--- config.mk ---
export PLATFORM = sky130hd
export DESIGN_NAME = control_unit
export DESIGN_NICKNAME = d
export VERILOG_FILES = /design/src/rtl/legv8_pkg.sv /design/src/rtl/cond_eval.sv /design/src/rtl/control_unit.sv
export SDC_FILE = /design/constraint.sdc
export NUM_CORES = 1
export LEC_CHECK = 0
export ABC_AREA = 1
export BUFFER_PORTS_ARGS = -buffer_cell sky130_fd_sc_hd__buf_2
export CAP_MARGIN = 20
export CORE_ASPECT_RATIO = 1.25
export CORE_MARGIN = 1
export CORE_UTILIZATION = 40
export DETAILED_ROUTE_END_ITERATION = 6
export GPL_ROUTABILITY_DRIVEN = 0
export PLACE_DENSITY_LB_ADDON = 0.12
export SLEW_MARGIN = 20
export SYNTH_ARGS = -nofsm -noshare
export SYNTH_HDL_FRONTEND = slang
export SYNTH_SLANG_ARGS = --single-unit
--- constraint.sdc ---
create_clock -name clock -period 4 [get_ports clock]
set_input_delay 0.6 -clock clock [delete_from_list [all_inputs] [get_ports clock]]
set_output_delay 0.6 -clock clock [all_outputs]
set_load 0.005 [all_outputs]
--- src/rtl/legv8_pkg.sv ---
// Shared LEGv8 controller definitions: opcodes, ALU function and PC-select
// codes, controller states, control-word bit offsets and decode helpers.
package legv8_pkg;

    // 11-bit opcodes in instruction[31:21]
    localparam logic [10:0] OP_ADD  = 11'h458;
    localparam logic [10:0] OP_SUB  = 11'h658;
    localparam logic [10:0] OP_AND  = 11'h450;
    localparam logic [10:0] OP_ORR  = 11'h550;
    localparam logic [10:0] OP_EOR  = 11'h650;
    localparam logic [10:0] OP_ADDS = 11'h558;
    localparam logic [10:0] OP_SUBS = 11'h758;
    localparam logic [10:0] OP_LSL  = 11'h69B;
    localparam logic [10:0] OP_LSR  = 11'h69A;
    localparam logic [10:0] OP_STUR = 11'h7C0;
    localparam logic [10:0] OP_LDUR = 11'h7C2;
    localparam logic [10:0] OP_BR   = 11'h6B0;

    localparam logic [9:0]  OP_ADDI = 10'h244;
    localparam logic [9:0]  OP_SUBI = 10'h344;
    localparam logic [9:0]  OP_ANDI = 10'h248;
    localparam logic [9:0]  OP_ORRI = 10'h2C8;
    localparam logic [9:0]  OP_EORI = 10'h348;

    localparam logic [7:0]  OP_CBZ   = 8'hB4;
    localparam logic [7:0]  OP_CBNZ  = 8'hB5;
    localparam logic [7:0]  OP_BCOND = 8'h54;
    localparam logic [5:0]  OP_B     = 6'h05;
    localparam logic [5:0]  OP_BL    = 6'h25;

    localparam logic [4:0]  FS_AND = 5'b00000;
    localparam logic [4:0]  FS_OR  = 5'b00100;
    localparam logic [4:0]  FS_ADD = 5'b01000;
    localparam logic [4:0]  FS_SUB = 5'b01011;
    localparam logic [4:0]  FS_XOR = 5'b01100;
    localparam logic [4:0]  FS_LSR = 5'b10000;
    localparam logic [4:0]  FS_LSL = 5'b10100;

    localparam logic [1:0]  PS_HOLD = 2'b00;
    localparam logic [1:0]  PS_INC  = 2'b01;
    localparam logic [1:0]  PS_LOAD = 2'b10;
    localparam logic [1:0]  PS_REL  = 2'b11;

    typedef enum logic [2:0] {
        FETCH     = 3'd0,
        EXEC      = 3'd1,
        LOAD_WAIT = 3'd2,
        WB        = 3'd3,
        HALT      = 3'd4
    } state_t;

    localparam int CW_SL     = 0;
    localparam int CW_PCSEL  = 1;
    localparam int CW_SELB   = 2;
    localparam int CW_EN_PC  = 3;
    localparam int CW_EN_B   = 4;
    localparam int CW_EN_ALU = 5;
    localparam int CW_EN_MEM = 6;
    localparam int CW_RAMW   = 7;
    localparam int CW_REGW   = 8;
    localparam int CW_FS     = 9;
    localparam int CW_SB     = 14;
    localparam int CW_SA     = 19;
    localparam int CW_DA     = 24;
    localparam int CW_PS     = 29;

    function automatic logic [63:0] sext9(input logic [8:0] v);
        return {{55{v[8]}}, v};
    endfunction

    function automatic logic [63:0] sext19(input logic [18:0] v);
        return {{45{v[18]}}, v};
    endfunction

    function automatic logic [63:0] sext26(input logic [25:0] v);
        return {{38{v[25]}}, v};
    endfunction

    function automatic logic [4:0] rtype_fs(input logic [10:0] op);
        logic [4:0] fs;
        case (op)
            OP_SUB, OP_SUBS: fs = FS_SUB;
            OP_AND:          fs = FS_AND;
            OP_ORR:          fs = FS_OR;
            OP_EOR:          fs = FS_XOR;
            default:         fs = FS_ADD;
        endcase
        return fs;
    endfunction

    function automatic logic [4:0] itype_fs(input logic [9:0] op);
        logic [4:0] fs;
        case (op)
            OP_SUBI: fs = FS_SUB;
            OP_ANDI: fs = FS_AND;
            OP_ORRI: fs = FS_OR;
            OP_EORI: fs = FS_XOR;
            default: fs = FS_ADD;
        endcase
        return fs;
    endfunction

endpackage

--- src/rtl/cond_eval.sv ---
// B.cond condition evaluator: 4-bit ARM condition code against NZCV flags.
module cond_eval (
    input  logic [3:0] cond,
    input  logic       n,
    input  logic       z,
    input  logic       c,
    input  logic       v,
    output logic       taken
);
    logic base_s;

    // Odd codes invert the even code's test, except 1111 which stays "always"
    always_comb begin
        base_s = 1'b0;
        case (cond[3:1])
            3'b000:  base_s = z;
            3'b001:  base_s = c;
            3'b010:  base_s = n;
            3'b011:  base_s = v;
            3'b100:  base_s = c & ~z;
            3'b101:  base_s = (n == v);
            3'b110:  base_s = ~z & (n == v);
            default: base_s = 1'b1;
        endcase
        if (cond[0] && (cond[3:1] != 3'b111)) begin
            taken = ~base_s;
        end else begin
            taken = base_s;
        end
    end
endmodule

--- src/rtl/control_unit.sv ---
// LEGv8 multi-cycle controller: latches the instruction, decodes it and drives
// the datapath control word and constant K. B.cond: CONTROL_UNIT_BCOND_EN.
module control_unit #(
    parameter int LOAD_CYCLES = 1
) (
    input  logic        clock,
    input  logic        reset,
    input  logic [31:0] instruction,
    input  logic [4:0]  status,
    output logic [30:0] controlWord,
    output logic [63:0] K,
    output logic        halted,
    output logic        illegal
);
    import legv8_pkg::*;

    state_t      state_r, state_nxt_s;
    logic [31:0] ir_r;
    logic [1:0]  wait_r;
    logic [1:0]  ps_s;
    logic [4:0]  da_s, sa_s, sb_s, fs_s;
    logic        regw_s, ramw_s, en_mem_s, en_alu_s, en_pc_s, selb_s, pcsel_s, sl_s;
    logic        illegal_s;
    logic [63:0] k_s;
    logic [30:0] cw_s;
    logic [10:0] op11_s;
    logic [9:0]  op10_s;
    logic [7:0]  op8_s;
    logic [5:0]  op6_s;
    logic [4:0]  rd_s, rn_s, rm_s;

    assign op11_s = ir_r[31:21];
    assign op10_s = ir_r[31:22];
    assign op8_s  = ir_r[31:24];
    assign op6_s  = ir_r[31:26];
    assign rd_s   = ir_r[4:0];
    assign rn_s   = ir_r[9:5];
    assign rm_s   = ir_r[20:16];

`ifdef CONTROL_UNIT_BCOND_EN
    logic bcond_taken_s;

    cond_eval u_cond_eval (
        .cond  (ir_r[3:0]),
        .n     (status[1]),
        .z     (status[2]),
        .c     (status[3]),
        .v     (status[4]),
        .taken (bcond_taken_s)
    );
`else
    logic unused_flags_s;
    assign unused_flags_s = ^status[4:1];
`endif

    // State, instruction and load-wait registers
    always_ff @(posedge clock) begin
        if (reset) begin
            state_r <= FETCH;
            ir_r    <= 32'd0;
            wait_r  <= 2'd0;
        end else begin
            state_r <= state_nxt_s;
            if (state_r == FETCH) begin
                ir_r <= instruction;
            end
            if (state_r == LOAD_WAIT) begin
                wait_r <= wait_r + 2'd1;
            end else begin
                wait_r <= 2'd0;
            end
        end
    end

    // Next-state and control-field decode
    always_comb begin
        state_nxt_s = state_r;
        ps_s = PS_HOLD;
        da_s = 5'd0; sa_s = 5'd0; sb_s = 5'd0; fs_s = 5'd0;
        regw_s = 1'b0; ramw_s = 1'b0; en_mem_s = 1'b0; en_alu_s = 1'b0;
        en_pc_s = 1'b0; selb_s = 1'b0; pcsel_s = 1'b0; sl_s = 1'b0;
        k_s = 64'd0;
        illegal_s = 1'b0;
        case (state_r)
            FETCH: state_nxt_s = EXEC;
            EXEC: begin
                state_nxt_s = FETCH;
                if ((op6_s == OP_B) || (op6_s == OP_BL)) begin
                    pcsel_s = 1'b1;
                    k_s     = sext26(ir_r[25:0]);
                    ps_s    = PS_REL;
                    if (op6_s == OP_BL) begin
                        da_s = 5'd30; en_pc_s = 1'b1; regw_s = 1'b1;
                    end else begin
                        regw_s = 1'b0;
                    end
                end else if ((op8_s == OP_CBZ) || (op8_s == OP_CBNZ)) begin
                    sa_s = 5'd31; sb_s = rd_s; fs_s = FS_OR;
                    k_s = sext19(ir_r[23:5]);
                    pcsel_s = 1'b1;
                    ps_s = ((op8_s == OP_CBZ) == status[0]) ? PS_REL : PS_INC;
                end else if (op8_s == OP_BCOND) begin
`ifdef CONTROL_UNIT_BCOND_EN
                    if (bcond_taken_s) begin
                        pcsel_s = 1'b1; k_s = sext19(ir_r[23:5]); ps_s = PS_REL;
                    end else begin
                        ps_s = PS_INC;
                    end
`else
                    illegal_s = 1'b1; state_nxt_s = HALT;
`endif
                end else begin
                    case (op11_s)
                        OP_ADD, OP_SUB, OP_AND, OP_ORR, OP_EOR, OP_ADDS, OP_SUBS: begin
                            da_s = rd_s; sa_s = rn_s; sb_s = rm_s;
                            fs_s = rtype_fs(op11_s);
                            sl_s = (op11_s == OP_ADDS) || (op11_s == OP_SUBS);
                            regw_s = 1'b1; en_alu_s = 1'b1; ps_s = PS_INC;
                        end
                        OP_LSL, OP_LSR: begin
                            da_s = rd_s; sa_s = rn_s; selb_s = 1'b1;
                            k_s = {58'd0, ir_r[15:10]};
                            fs_s = (op11_s == OP_LSL) ? FS_LSL : FS_LSR;
                            regw_s = 1'b1; en_alu_s = 1'b1; ps_s = PS_INC;
                        end
                        OP_STUR: begin
                            sa_s = rn_s; sb_s = rd_s; selb_s = 1'b1;
                            k_s = sext9(ir_r[20:12]); fs_s = FS_ADD;
                            ramw_s = 1'b1; ps_s = PS_INC;
                        end
                        OP_LDUR: begin
                            sa_s = rn_s; selb_s = 1'b1;
                            k_s = sext9(ir_r[20:12]); fs_s = FS_ADD;
                            state_nxt_s = (LOAD_CYCLES > 1) ? LOAD_WAIT : WB;
                        end
                        OP_BR: begin
                            sa_s = rn_s; ps_s = PS_LOAD;
                        end
                        default: begin
                            case (op10_s)
                                OP_ADDI, OP_SUBI, OP_ANDI, OP_ORRI, OP_EORI: begin
                                    da_s = rd_s; sa_s = rn_s; selb_s = 1'b1;
                                    k_s = {52'd0, ir_r[21:10]};
                                    fs_s = itype_fs(op10_s);
                                    regw_s = 1'b1; en_alu_s = 1'b1; ps_s = PS_INC;
                                end
                                default: begin
                                    illegal_s = 1'b1; state_nxt_s = HALT;
                                end
                            endcase
                        end
                    endcase
                end
            end
            LOAD_WAIT, WB: begin
                // Address path stays stable while memory data is awaited
                sa_s = rn_s; selb_s = 1'b1;
                k_s = sext9(ir_r[20:12]); fs_s = FS_ADD;
                if (state_r == WB) begin
                    da_s = rd_s; en_mem_s = 1'b1; regw_s = 1'b1; ps_s = PS_INC;
                    state_nxt_s = FETCH;
                end else if (int'(wait_r) >= LOAD_CYCLES - 2) begin
                    state_nxt_s = WB;
                end else begin
                    state_nxt_s = LOAD_WAIT;
                end
            end
            HALT:    state_nxt_s = HALT;
            default: state_nxt_s = FETCH;
        endcase
    end

    // Pack the control word; reset silences every output in its own cycle
    always_comb begin
        cw_s = 31'd0;
        cw_s[CW_PS +: 2]  = ps_s;
        cw_s[CW_DA +: 5]  = da_s;
        cw_s[CW_SA +: 5]  = sa_s;
        cw_s[CW_SB +: 5]  = sb_s;
        cw_s[CW_FS +: 5]  = fs_s;
        cw_s[CW_REGW]     = regw_s;
        cw_s[CW_RAMW]     = ramw_s;
        cw_s[CW_EN_MEM]   = en_mem_s;
        cw_s[CW_EN_ALU]   = en_alu_s;
        cw_s[CW_EN_B]     = 1'b0;
        cw_s[CW_EN_PC]    = en_pc_s;
        cw_s[CW_SELB]     = selb_s;
        cw_s[CW_PCSEL]    = pcsel_s;
        cw_s[CW_SL]       = sl_s;
        if (reset) begin
            controlWord = 31'd0;
            K           = 64'd0;
            halted      = 1'b0;
            illegal     = 1'b0;
        end else begin
            controlWord = cw_s;
            K           = k_s;
            halted      = (state_r == HALT);
            illegal     = illegal_s;
        end
    end
endmodule
# After elaboration in Yosys (flattened, before gate mapping)
# Cells that the tools add are included.
# W data, S select, Z words.
[totals] ff_bits=35 output_inout_bits=97 in_bits=39
[classes] n_reduce_logical=17 muxes=90 n_eq_ne=27
[op_table] op="$mux W64" count=4
[op_table] op="$pmux W64 S3" count=1
[op_table] op="$eq A11 B11 Y1 const B" count=12
[op_table] op="$pmux W64 S2" count=1
[op_table] op="$mux W5" count=18
[op_table] op="$eq A10 B10 Y1 const B" count=5
[op_table] op="$pmux W5 S2" count=5
[op_table] op="$mux W1" count=37
[op_table] op="$pmux W4 S4" count=2
[op_table] op="$mux W31" count=1
[op_table] op="$pmux W5 S4" count=1
[op_table] op="$eq A8 B8 Y1 const B" count=2
[op_table] op="$mux W3" count=5
[op_table] op="$mux W12" count=1
[op_table] op="$pmux W3 S4" count=1
[op_table] op="$reduce_or A12 Y1" count=1
[op_table] op="$reduce_or A11 Y1" count=1
[op_table] op="$mux W2" count=5
[op_table] op="$reduce_or A10 Y1" count=1
[op_table] op="$reduce_or A9 Y1" count=1
[op_table] op="$eq A8 B7 Y1 const B" count=1
[op_table] op="$pmux W1 S2" count=4
[op_table] op="$reduce_or A2 Y1" count=4
[op_table] op="$reduce_or A8 Y1" count=1
[op_table] op="other kinds (16)" count=19

# Longest topological paths before layout
# Gate-level depths: netlist (run 1).
[logic_depth] word_depth=9 ltp_mapped=15 mapped_depth_nobuf=13

# Worst setup path before layout (run 1)
# Ideal clock, no wire load.
[synth_path] kind="register -> output" startpoint="reg ir_r[31]" endpoint="out K[26]" t_arrival_ps=3045 t_required_ps=3400 n_path_buf=2 path_slack_ps=355 stages_incl_launch_ff=13 cell_sequence="dfxtp_1 buf_6 nand2_2 nor2_1 nand2_1 o21ai_1 nand2_1 nand2_2 o21ai_1 nand2_2 nand2_1 a21oi_1 buf_4"
[synth_via] elab_chain_cells=8 word_cells_on_any_way=28 classes_between="17 x eq/ne; 6 x mux; 5 x reduce/logical"
[synth_rtl] element="from (decl)" line_no="control_unit.sv:18" rtl="logic [31:0] ir_r;"
[synth_rtl] element="from (signal assigned)" line_no="control_unit.sv:65" rtl="ir_r <= instruction;"
[synth_rtl] element="$eq A11 B11 Y1" line_no="control_unit.sv:113" rtl="case (op11_s)"
[synth_rtl] element="$reduce_or A8 Y1 (no source line) (tied with other cells)"
[synth_rtl] element="$pmux W64 S3" line_no="control_unit.sv:113"
[synth_rtl] element="$mux W64" line_no="control_unit.sv:102" rtl="end else if (op8_s == OP_BCOND) begin"
[synth_rtl] element="$mux W64" line_no="control_unit.sv:97" rtl="end else if ((op8_s == OP_CBZ) || (op8_s == OP_CBNZ)) begin"
[synth_rtl] element="$mux W64 (*)" line_no="control_unit.sv:88" rtl="if ((op6_s == OP_B) || (op6_s == OP_BL)) begin"
[synth_rtl] element="$pmux W64 S2 (*)" line_no="control_unit.sv:84" rtl="case (state_r)"
[synth_rtl] element="$mux W64 (*)" line_no="control_unit.sv:190" rtl="if (reset) begin"
[synth_rtl] element="to (decl)" line_no="control_unit.sv:11" rtl="output logic [63:0] K,"
# Mark *: on every way between the ends. The rest lies on a longest branch, timed or not.

# Final worst setup path (run 1)
[layout_path] startpoint="reg ir_r[22]" endpoint="out controlWord[29]"
[layout_via] elab_chain_cells=9 word_cells_on_any_way=26 classes_between="17 x eq/ne; 7 x mux; 2 x reduce/logical"
[layout_rtl] element="$eq A10 B10 Y1" line_no="control_unit.sv:140" rtl="case (op10_s)"
[layout_rtl] element="$reduce_or A5 Y1" line_no="control_unit.sv:140"
[layout_rtl] element="$mux W1" line_no="control_unit.sv:140"
[layout_rtl] element="$pmux W2 S3 (*)" line_no="control_unit.sv:113"
[layout_rtl] element="$mux W2 (*)" line_no="control_unit.sv:102"
[layout_rtl] element="$mux W2 (*)" line_no="control_unit.sv:97"
[layout_rtl] element="$mux W2 (*)" line_no="control_unit.sv:88"
[layout_rtl] element="$pmux W2 S2 (*)" line_no="control_unit.sv:84"
[layout_rtl] element="$mux W31 (*)" line_no="control_unit.sv:190"
[layout_rtl] element="to (decl)" line_no="control_unit.sv:10" rtl="output logic [30:0] controlWord,"
# Marks and branches as above.

==> results of run 1 <==
[through the flow]
step	cells	setup slack (ns)	power, mW	hold WS [ns]
after floorplan	562	0.355	0.686	0.471
after global placement	727	1.12	0.778	0.492
after detailed placement	727	1.10	0.781	0.497
after CTS	734	0.782	1.04	0.506
after global routing	735	0.524	1.12	0.529
final	735	0.756	1.05	0.500
[synthesized netlist by cell type (all sizes together)]
library cell,instances,share of area (%)
a211oi,1,0.22
clkinv,1,0.11
clkbuf,16,1.8
o21ai,66,9.8
nor3,9,2.0
and2,1,0.19
o22ai,10,1.9
dfxtp,35,21
a31oi,7,1.3
o31ai,1,0.22
nand3,26,4.5
inv,61,6.8
conb,1,0.11
nor4,1,0.19
o211ai,7,1.6
buf,52,12
nor2,70,8.9
nand2,117,15
nand4,7,1.8
a21oi,73,11
[worst max path at each step]
stage	startpoint	endpoint	slack, ns	cells past startpoint
after floorplan	ir_r[31]	K[26]	0.35	12
after global placement	ir_r[22]	controlWord[29]	1.12	14
after detailed placement	ir_r[22]	controlWord[29]	1.10	14
after CTS	ir_r[22]	controlWord[29]	0.78	14
after global routing	ir_r[22]	controlWord[29]	0.52	14
final	ir_r[22]	controlWord[29]	0.76	14
[routing by layer]
metal  up-vias  wire [um]
met5         -          0
met2       168       5490
met3        26        585
li1       1970          -
met4         0        337
met1      1813       4540
[layout make-up]
| class | count | area share (%) |
|---|---|---|
| Inverter | 62 | 6.10 |
| Multi-Input combinational cell | 397 | 51.4 |
| Clock buffer | 6 | 2.17 |
| Clock inverter | 1 | 0.131 |
| Tap cell | 97 | 3.18 |
| Sequential cell | 35 | 18.4 |
| Timing Repair Buffer | 137 | 18.6 |
[power by group through the flow]
stage          clock network (mW)  logic, mW  registers, mW
2_1_floorplan                   0      0.246          0.440
3_3_place_gp                    0      0.310          0.469
3_5_place_dp                    0      0.312          0.468
4_1_cts                     0.270      0.313          0.461
5_1_grt                     0.287      0.362          0.469
6_report                    0.267      0.322          0.462
[registers in the layout, indices dropped and copies added, names as in the netlist]
register,flops
ir_r,32
state_r,3
[cell families after synthesis]
kind of cell,after synthesis,share of synthesized area (%)
other cells,1,0.112
compound gates,165,26.0
buf+inv,130,20.9
simple gates,231,32.1
flops,35,20.9
[worst register-to-register path, cell delays in order (launching register included)]
cell,delay (ns)
dfxtp_1,0.54
inv_2,0.11
nand2_1,0.09
nor2_1,0.07
nand3_2,0.13
nand2_4,0.10
inv_2,0.09
nand2_4,0.05
nor2_4,0.40
nand4_1,0.24
a21oi_1,0.17
[layout by cell type (no fill, tap or decap), drive strengths merged]
cell	Yosys	routed
dfxtp	35	35
a211oi	1	1
and2	1	1
inv	61	61
clkinv	1	2
o31ai	1	1
o211ai	7	7
nand4	7	7
buf	52	137
nand2	117	117
nor3	9	9
nor4	1	1
o22ai	10	10
conb	1	1
a21oi	73	73
clkbuf	16	6
nor2	70	70
o21ai	66	66
a31oi	7	7
nand3	26	26
==> reports/qor.yml, run 1 <==
drt_iter0_markers: 319
synth_seq_cells: 35
critical_path_arrival_ns: 2.64
end_kind: "output pin"
cts-buffers-inserted: 5
netlist_area_sq_um: 3360
synth_cells: 562
ys_types: 33
maxCapViolations: 0
wirelength_um: 11000
dieArea_sq_um: 8770
grt_busiest_layer: "met2"
hold_violations: 0
fmax_ghz: 0.308
rsz0062_at_grt: "false"
critical_path.most_common_cell: "nand2_1"
whs_path_depth: 2
skew_ns: 0.00577
path_class: "reg2out"
intPower_uw: 627
fin_area_sq_um: 3810
cts_max_level: 2
areaGrowthSynthToFinish_pct: 13.5
met2_usage_pct: 44.4
routed_via_density: 5.41
grt_remaining_overflow: 0
port_buffers: 130
status: "finished, violations left"
clkPwrFrac_pct: 25.4
die_w_um: 84.0
reg2regPathDepth: 10
wl_per_cell_um: 14.9
use_met1_pct: 30.3
worst_pin_slew_ns: 0.551
setup_violations: 0
critPathSlowestCell: "dfxtp_1"
core_area_sq_um: 8190
violations: "design-rule violations"
grt_max_degree: 40
grt_pass1_vias: 3600
dp_hpwl_um: 8550
cpPeakStageDelay_ns: 0.54
clk_latency_ns: 0.29
fp-row-count: 37
r2r_start: "ir_r[22]"
syn_nets: 601
drt.antenna.violating_nets: 0
postSynthAreaPerCell_sq_um: 5.98
p_sw_uw: 423
pwr-share-comb_pct: 30.6
drt_first_pass_iters: 7
start_util_pct: 41.0
layout-drive-gt1-share_pct: 29.8
slew_violations: 0
slew_headroom_pct: 63.2
cts_buffer_depth: 2
timing.rr.end: "state_r[2]"
cts_resized: 0
switching_share_pct: 40.3
nets: 677
hp-start: "ir_r[26]"
clkSinkCount: 35
fin_setup_tns_ns: 0
worstPathCellList: "inv_2 > nand2_1 > nor2_1 > nand3_2 > nand2_4 > inv_2 > nand2_4 > nor2_4 > nand2_1 > nand3_1 > nand3_1 > nand2_1 > inv_1 > buf_2"
fillCellCount: 912
pwr-share-seq_pct: 44.0
power_density_nw_per_um2: 275
yosys_warnings: 0
vias: 3977
cts_root_buffer: "clkbuf_8"
min_to: "ir_r[26]"
diodes: 0
drc: 24
worstPathMaxFanout: 21
register_area_sq_um: 701
utilization_pct: 46.5
vdd_drop_max_mv: 0.165
hp-class: "reg2reg"
ioPinCount: 136
cp.required_ns: 3.40
hold_buffers: 0
grt_pass1_wl_um: 17700
worstSetupStartpointType: "register"
tritoncts: "built"
placement.cell_area_sq_um: 3710
met3_usage_pct: 2.94
ys_seq_area_share_pct: 20.9
die_h_um: 104
cp_top_family: "simple AND/OR/NAND/NOR gates"
cts_setup_buffers: 0
timing.final.crit_share_pct: 81.1
p_leak_nw: 2.00
ff2ff_setup_slack_ns: 1.95
antenna_found_initial: 0
multi_input_area_sq_um: 1960
min_period_ns: 3.24
grtUsageTotal_pct: 25.1
cp_num_buf_inv: 4
clk_pin_slew_ns: 0.07
Power figures use the tool's default switching activity.
==> run 2, diff against run 1 <==
- ABC_AREA: 1 -> 0
- clock period: 4 -> 2.9 ns (I/O delays scaled with it)
==> run 2 against run 1 <==
Effect of this change: the run now ends clean; combinational power up 21%; via count down 9.8%; critical path depth down 8; sequential power up 40%; utilization up 4.1 points; register-to-register slack worse by 0.95 ns; clock skew down 0.0023 ns; sequential share of layout area up 0.54 points; die area down 8.9%; largest cell class unchanged; highest routed layer unchanged.
==> reports/qor.yml, run 2 <==
netlist_area_sq_um: 3050
cts-buffers-inserted: 5
grt_pass1_wl_um: 15800
setup_ws_ns: 0.0767
dp.cells: 620
yosysMostFrequentCell: "nand2_1"
path_class: "reg2out"
end_kind: "output pin"
fin_cells: 628
grt_pass1_vias: 3317
grt_remaining_overflow: 0
areaGrowthSynthToFinish_pct: 22.6
synth-xor-area-share_pct: 0.860
worstPathCellList: "nand4bb_1 > nor2_2 > nor2_1 > o21ai_1 > o21ai_0 > buf_2"
clkSinkCount: 35
layout-drive-gt1-share_pct: 35.4
largest_register_ffs: 32
worst_pin_slew_ns: 0.686
dp_hpwl_um: 7510
fp-row-count: 35
synth_fa_ha_area_share_pct: 0
hp-class: "in2reg"
synth_seq_cells: 35
postSynthAreaPerCell_sq_um: 6.83
dp_slack_ns: 0.0905
wirelength_um: 10200
yosys.area.top_type: "dfxtp_1"
p_total_mw: 1.51
critical_path_arrival_ns: 2.39
regMostFlops: "ir_r"
clk_latency_ns: 0.30
cts_max_level: 2
worstPathMaxFanout: 11
yosys_warnings: 0
port_buffers: 130
cts_buffer_depth: 2
rsz0062_at_grt: "true"
fin_area_sq_um: 3740
slew_headroom_pct: 54.0
layout_commonest_cell: "buf_2"
nets: 574
ys_seq_area_share_pct: 22.9
synth_top_area_share_pct: 22.9
tritoncts: "built"
routed_via_density: 5.71
synth_edf_count: 0
reg.largest.list: "ir_r x32, state_r x3"
cp.required_ns: 2.47
core_area_sq_um: 7400
drc: 0
grtUsageTotal_pct: 25.6
cp_top_family: "simple AND/OR/NAND/NOR gates"
min_period_ns: 2.82
slew_violations: 0
synthFlopType: "dfxtp_1"
cp_num_buf_inv: 1
dieArea_sq_um: 7990
drt_iter0_markers: 210
die_h_um: 99.7
critPathSlowestCell: "nor2_2"
async_flop_share_pct: 0
status: "finished, final reports clean"
hold_violations: 0
wl_per_cell_um: 16.3
clk_pin_slew_ns: 0.08
ys_types: 62
yosys-top-cells-count: "nand2_1, a21oi_1, buf_4"
setup_violations: 0
ioPinCount: 136
syn_nets: 486
synth_mux_area_share_pct: 0.328
fmax_ghz: 0.354
cpPeakStageDelay_ns: 0.51
skew_ns: 0.00351
power_density_nw_per_um2: 403
die_w_um: 80.2
maxCapViolations: 0
drt_first_pass_iters: 4
synthSimpleGateAreaFrac_pct: 29.5
utilization_pct: 50.6
drt.antenna.violating_nets: 0
vdd_drop_max_mv: 0.282
synth_area_leaders: "dfxtp_1, nand2_1, buf_4"
start_util_pct: 41.3
synth_compound_area_share_pct: 30.8
synth_top_family_by_area: "compound AO/OA/AOI/OAI gates"
diodes: 0
mostFrequentLayoutCells: "buf_2, nand2_1, a21oi_1"
fin_setup_tns_ns: 0
grt_max_degree: 48
hold_slack_ns: 0.360
antenna_found_initial: 0
vias: 3588
timing.final.crit_share_pct: 97.4
p_leak_nw: 1.72
placement.cell_area_sq_um: 3560
synth_cells: 447
cts_root_buffer: "clkbuf_8"
worstSetupStartpointType: "register"
## run 2: final timing paths
check	to	start	slack [ns]	cells after the start
max reg2reg	state_r[2]	ir_r[29]	1.00	6
min	ir_r[31]	instruction[31]	0.36	3
max	controlWord[2]	ir_r[27]	0.08	6
min reg2reg	ir_r[30]	ir_r[30]	0.50	2
## run 2: cell families after synthesis
| kind of cell | after synthesis |
|---|---|
| muxes | 1 |
| and+or+nand+nor | 180 |
| AOI/OAI and AO/OA | 148 |
| other | 1 |
| buffers and inverters | 79 |
| DFF | 35 |
| xor gates and xnor gates | 3 |
## run 2: layout make-up
cell class | count | area, sq um
fillers | 762 | 3660
multi-input cells | 333 | 1940
repair buffers | 156 | 846
flip-flops and latches | 35 | 708
well taps | 92 | 115
clock buffers | 5 | 68.8
clock inverters | 3 | 47.5
inverters | 4 | 15.0
## run 2: report_power, final
part | total, mW | internal (mW) | switching (mW)
combinational | 0.390 | 0.154 | 0.235
clock | 0.472 | 0.261 | 0.211
sequential | 0.649 | 0.539 | 0.109
## run 2: worst min-delay path: stages
cell and delay [ns]:
buf_2 0.09, nand2_1 0.05, a21oi_1 0.05
## run 2: per-layer routing
| metal | up-vias | GRT usage [%] | wire, um |
|---|---|---|---|
| met5 | - | 0 | 0 |
| met4 | 0 | 11.7 | 295 |
| met3 | 26 | 4.59 | 680 |
| met2 | 176 | 43.6 | 5120 |
| met1 | 1654 | 30.8 | 4110 |
| li1 | 1732 | - | - |
## run 2: what timing repair did
item / CTS / global route
endpoints found under the setup margin: 66 / 63
buffers inserted: 0 / 0
gates resized for setup: 6 / 11
hold buffers: 0 / 0
==> run 3, diff against run 2 <==
==> constraint.sdc (replaced) <==
create_clock -name clock -period 2.9 [get_ports clock]
set_input_delay 0.435 -clock clock [delete_from_list [all_inputs] [get_ports clock]]
set_output_delay 0.435 -clock clock [all_outputs]
set_load 0.1 [all_outputs]
==> run 3 against run 2 <==
Effect of this change: routed wire length rose by 14%; largest power group unchanged; hold slack got worse by 0.0062 ns; critical path depth rose by 1; worst setup slack got worse by 0.026 ns; count of clock-buffer cells in the layout rose by 1; final cell count rose by 2.2%; non-clock buffer count rose by 14; clock power rose by 2%; critical endpoint is now controlWord[20].
==> reports/qor.yml, run 3 (synthesis results as in run 2) <==
grt_pass1_wl_um: 18400
path_class: "reg2out"
status: "finished, final reports clean"
grt_pass1_vias: 3619
vias: 3805
vdd_drop_max_mv: 0.301
p_leak_nw: 2.13
largest_register_ffs: 32
cpPeakStageDelay_ns: 0.56
whs_path_depth: 3
timing.rr.end: "state_r[2]"
min_period_ns: 2.85
clk_pin_slew_ns: 0.08
end_kind: "output pin"
drc: 0
wl_per_cell_um: 18.2
clkSinkCount: 35
dp_slack_ns: 0.149
min_to: "ir_r[31]"
reg.largest.list: "ir_r x32, state_r x3"
ff2ff_setup_slack_ns: 1.02
clk_latency_ns: 0.30
hp-class: "in2reg"
hold_violations: 0
cp_num_buf_inv: 2
critical_path_arrival_ns: 2.41
worstPathCellList: "nor4b_1 > buf_4 > and3b_1 > and2_1 > or4b_4 > a31o_1 > buf_12"
grt_max_degree: 33
cts_buffer_depth: 2
setup_violations: 0
start_util_pct: 41.3
slew_violations: 0
skew_ns: 0.00884
nets: 588
die_w_um: 80.2
reg2regPathDepth: 6
areaGrowthSynthToFinish_pct: 87.4
port_buffers: 130
maxCapViolations: 0
tritoncts: "built"
wirelength_um: 11700
setup_ws_ns: 0.0507
die_h_um: 99.7
slew_headroom_pct: 55.4
dieArea_sq_um: 7990
ioPinCount: 136
placement.cell_area_sq_um: 5390
fin_area_sq_um: 5720
cp.required_ns: 2.47
drt_first_pass_iters: 5
grtUsageTotal_pct: 29.6
cp_top_family: "simple AND/OR/NAND/NOR gates"
core_area_sq_um: 7400
fmax_ghz: 0.351
routed_via_density: 5.93
worstSetupStartpointType: "register"
cts-buffers-inserted: 5
layout_commonest_cell: "buf_12"
dp_hpwl_um: 8590
r2r_start: "ir_r[31]"
cts_root_buffer: "clkbuf_8"
drt_iter0_markers: 278
fp-row-count: 35
mostFrequentLayoutCells: "buf_12, nand2_1, a21oi_1"
layout-drive-gt1-share_pct: 47.6
regMostFlops: "ir_r"
worst_pin_slew_ns: 0.662
diodes: 0
power_density_nw_per_um2: 291
drt.antenna.violating_nets: 0
worstPathMaxFanout: 10
critPathSlowestCell: "or4b_4"
grt_remaining_overflow: 0
cts_max_level: 2
antenna_found_initial: 0
timing.final.crit_share_pct: 98.3
hp-start: "instruction[31]"
## run 3: worst min-delay path, cell delays in order
cell,delay [ns]
buf_2,0.09
nand2_1,0.04
a21oi_1,0.05
## run 3: through the flow
step / utilization (%) / hold WS [ns] / cells / TNS, ns / power, mW
floorplan: - / 0.459 / 447 / -3.01 / 0.977
global placement: 72.8 / 0.482 / 629 / 0 / 1.14
detailed placement: 72.8 / 0.493 / 629 / 0 / 1.15
CTS: 75.3 / 0.357 / 637 / 0 / 1.64
global route: 77.3 / 0.361 / 642 / -0.0188 / 1.74
finish: 77.3 / 0.354 / 642 / 0 / 1.67
## run 3: worst max path at each step
stage                from         endpoint  slack [ns]  cells past startpoint
2_1_floorplan  state_r[0]   controlWord[0]       -0.84                      6
3_3_place_gp     ir_r[30]            K[59]        0.17                      7
3_5_place_dp     ir_r[30]            K[40]        0.15                      7
4_1_cts          ir_r[22]  controlWord[25]       0.003                      8
5_1_grt          ir_r[23]             K[0]       -0.02                      6
6_report         ir_r[31]  controlWord[20]        0.05                      7
## run 3: cell type report
cell class / instances / area (sq um)
clock buffer: 6 / 82.6
clock inverter: 2 / 38.8
fill: 469 / 1680
inverter: 4 / 15.0
multi-input combinational: 333 / 2320
sequential: 35 / 723
tap: 92 / 115
timing repair buffer: 170 / 2430
## run 3: per-layer routing
layer	GRT usage (%)	up-vias	share of wire, %
li1	-	1752	-
met1	32.5	1782	35
met2	52.5	216	53
met3	5.50	55	7.2
met4	16.8	0	4.9
met5	0	-	0
## run 3: power breakdown
part | switching [mW] | internal, mW | leakage [nW]
Sequential | 0.116 | 0.542 | 0.294
Combinational | 0.340 | 0.188 | 1.78
Clock | 0.199 | 0.283 | 0.0618
## run 3: timing repair
action,CTS,global route
hold buffers,0,0
setup endpoints to repair,74,75
gates cloned,0,2
setup buffers,0,3
resized for setup,16,23
pin swaps,1,5
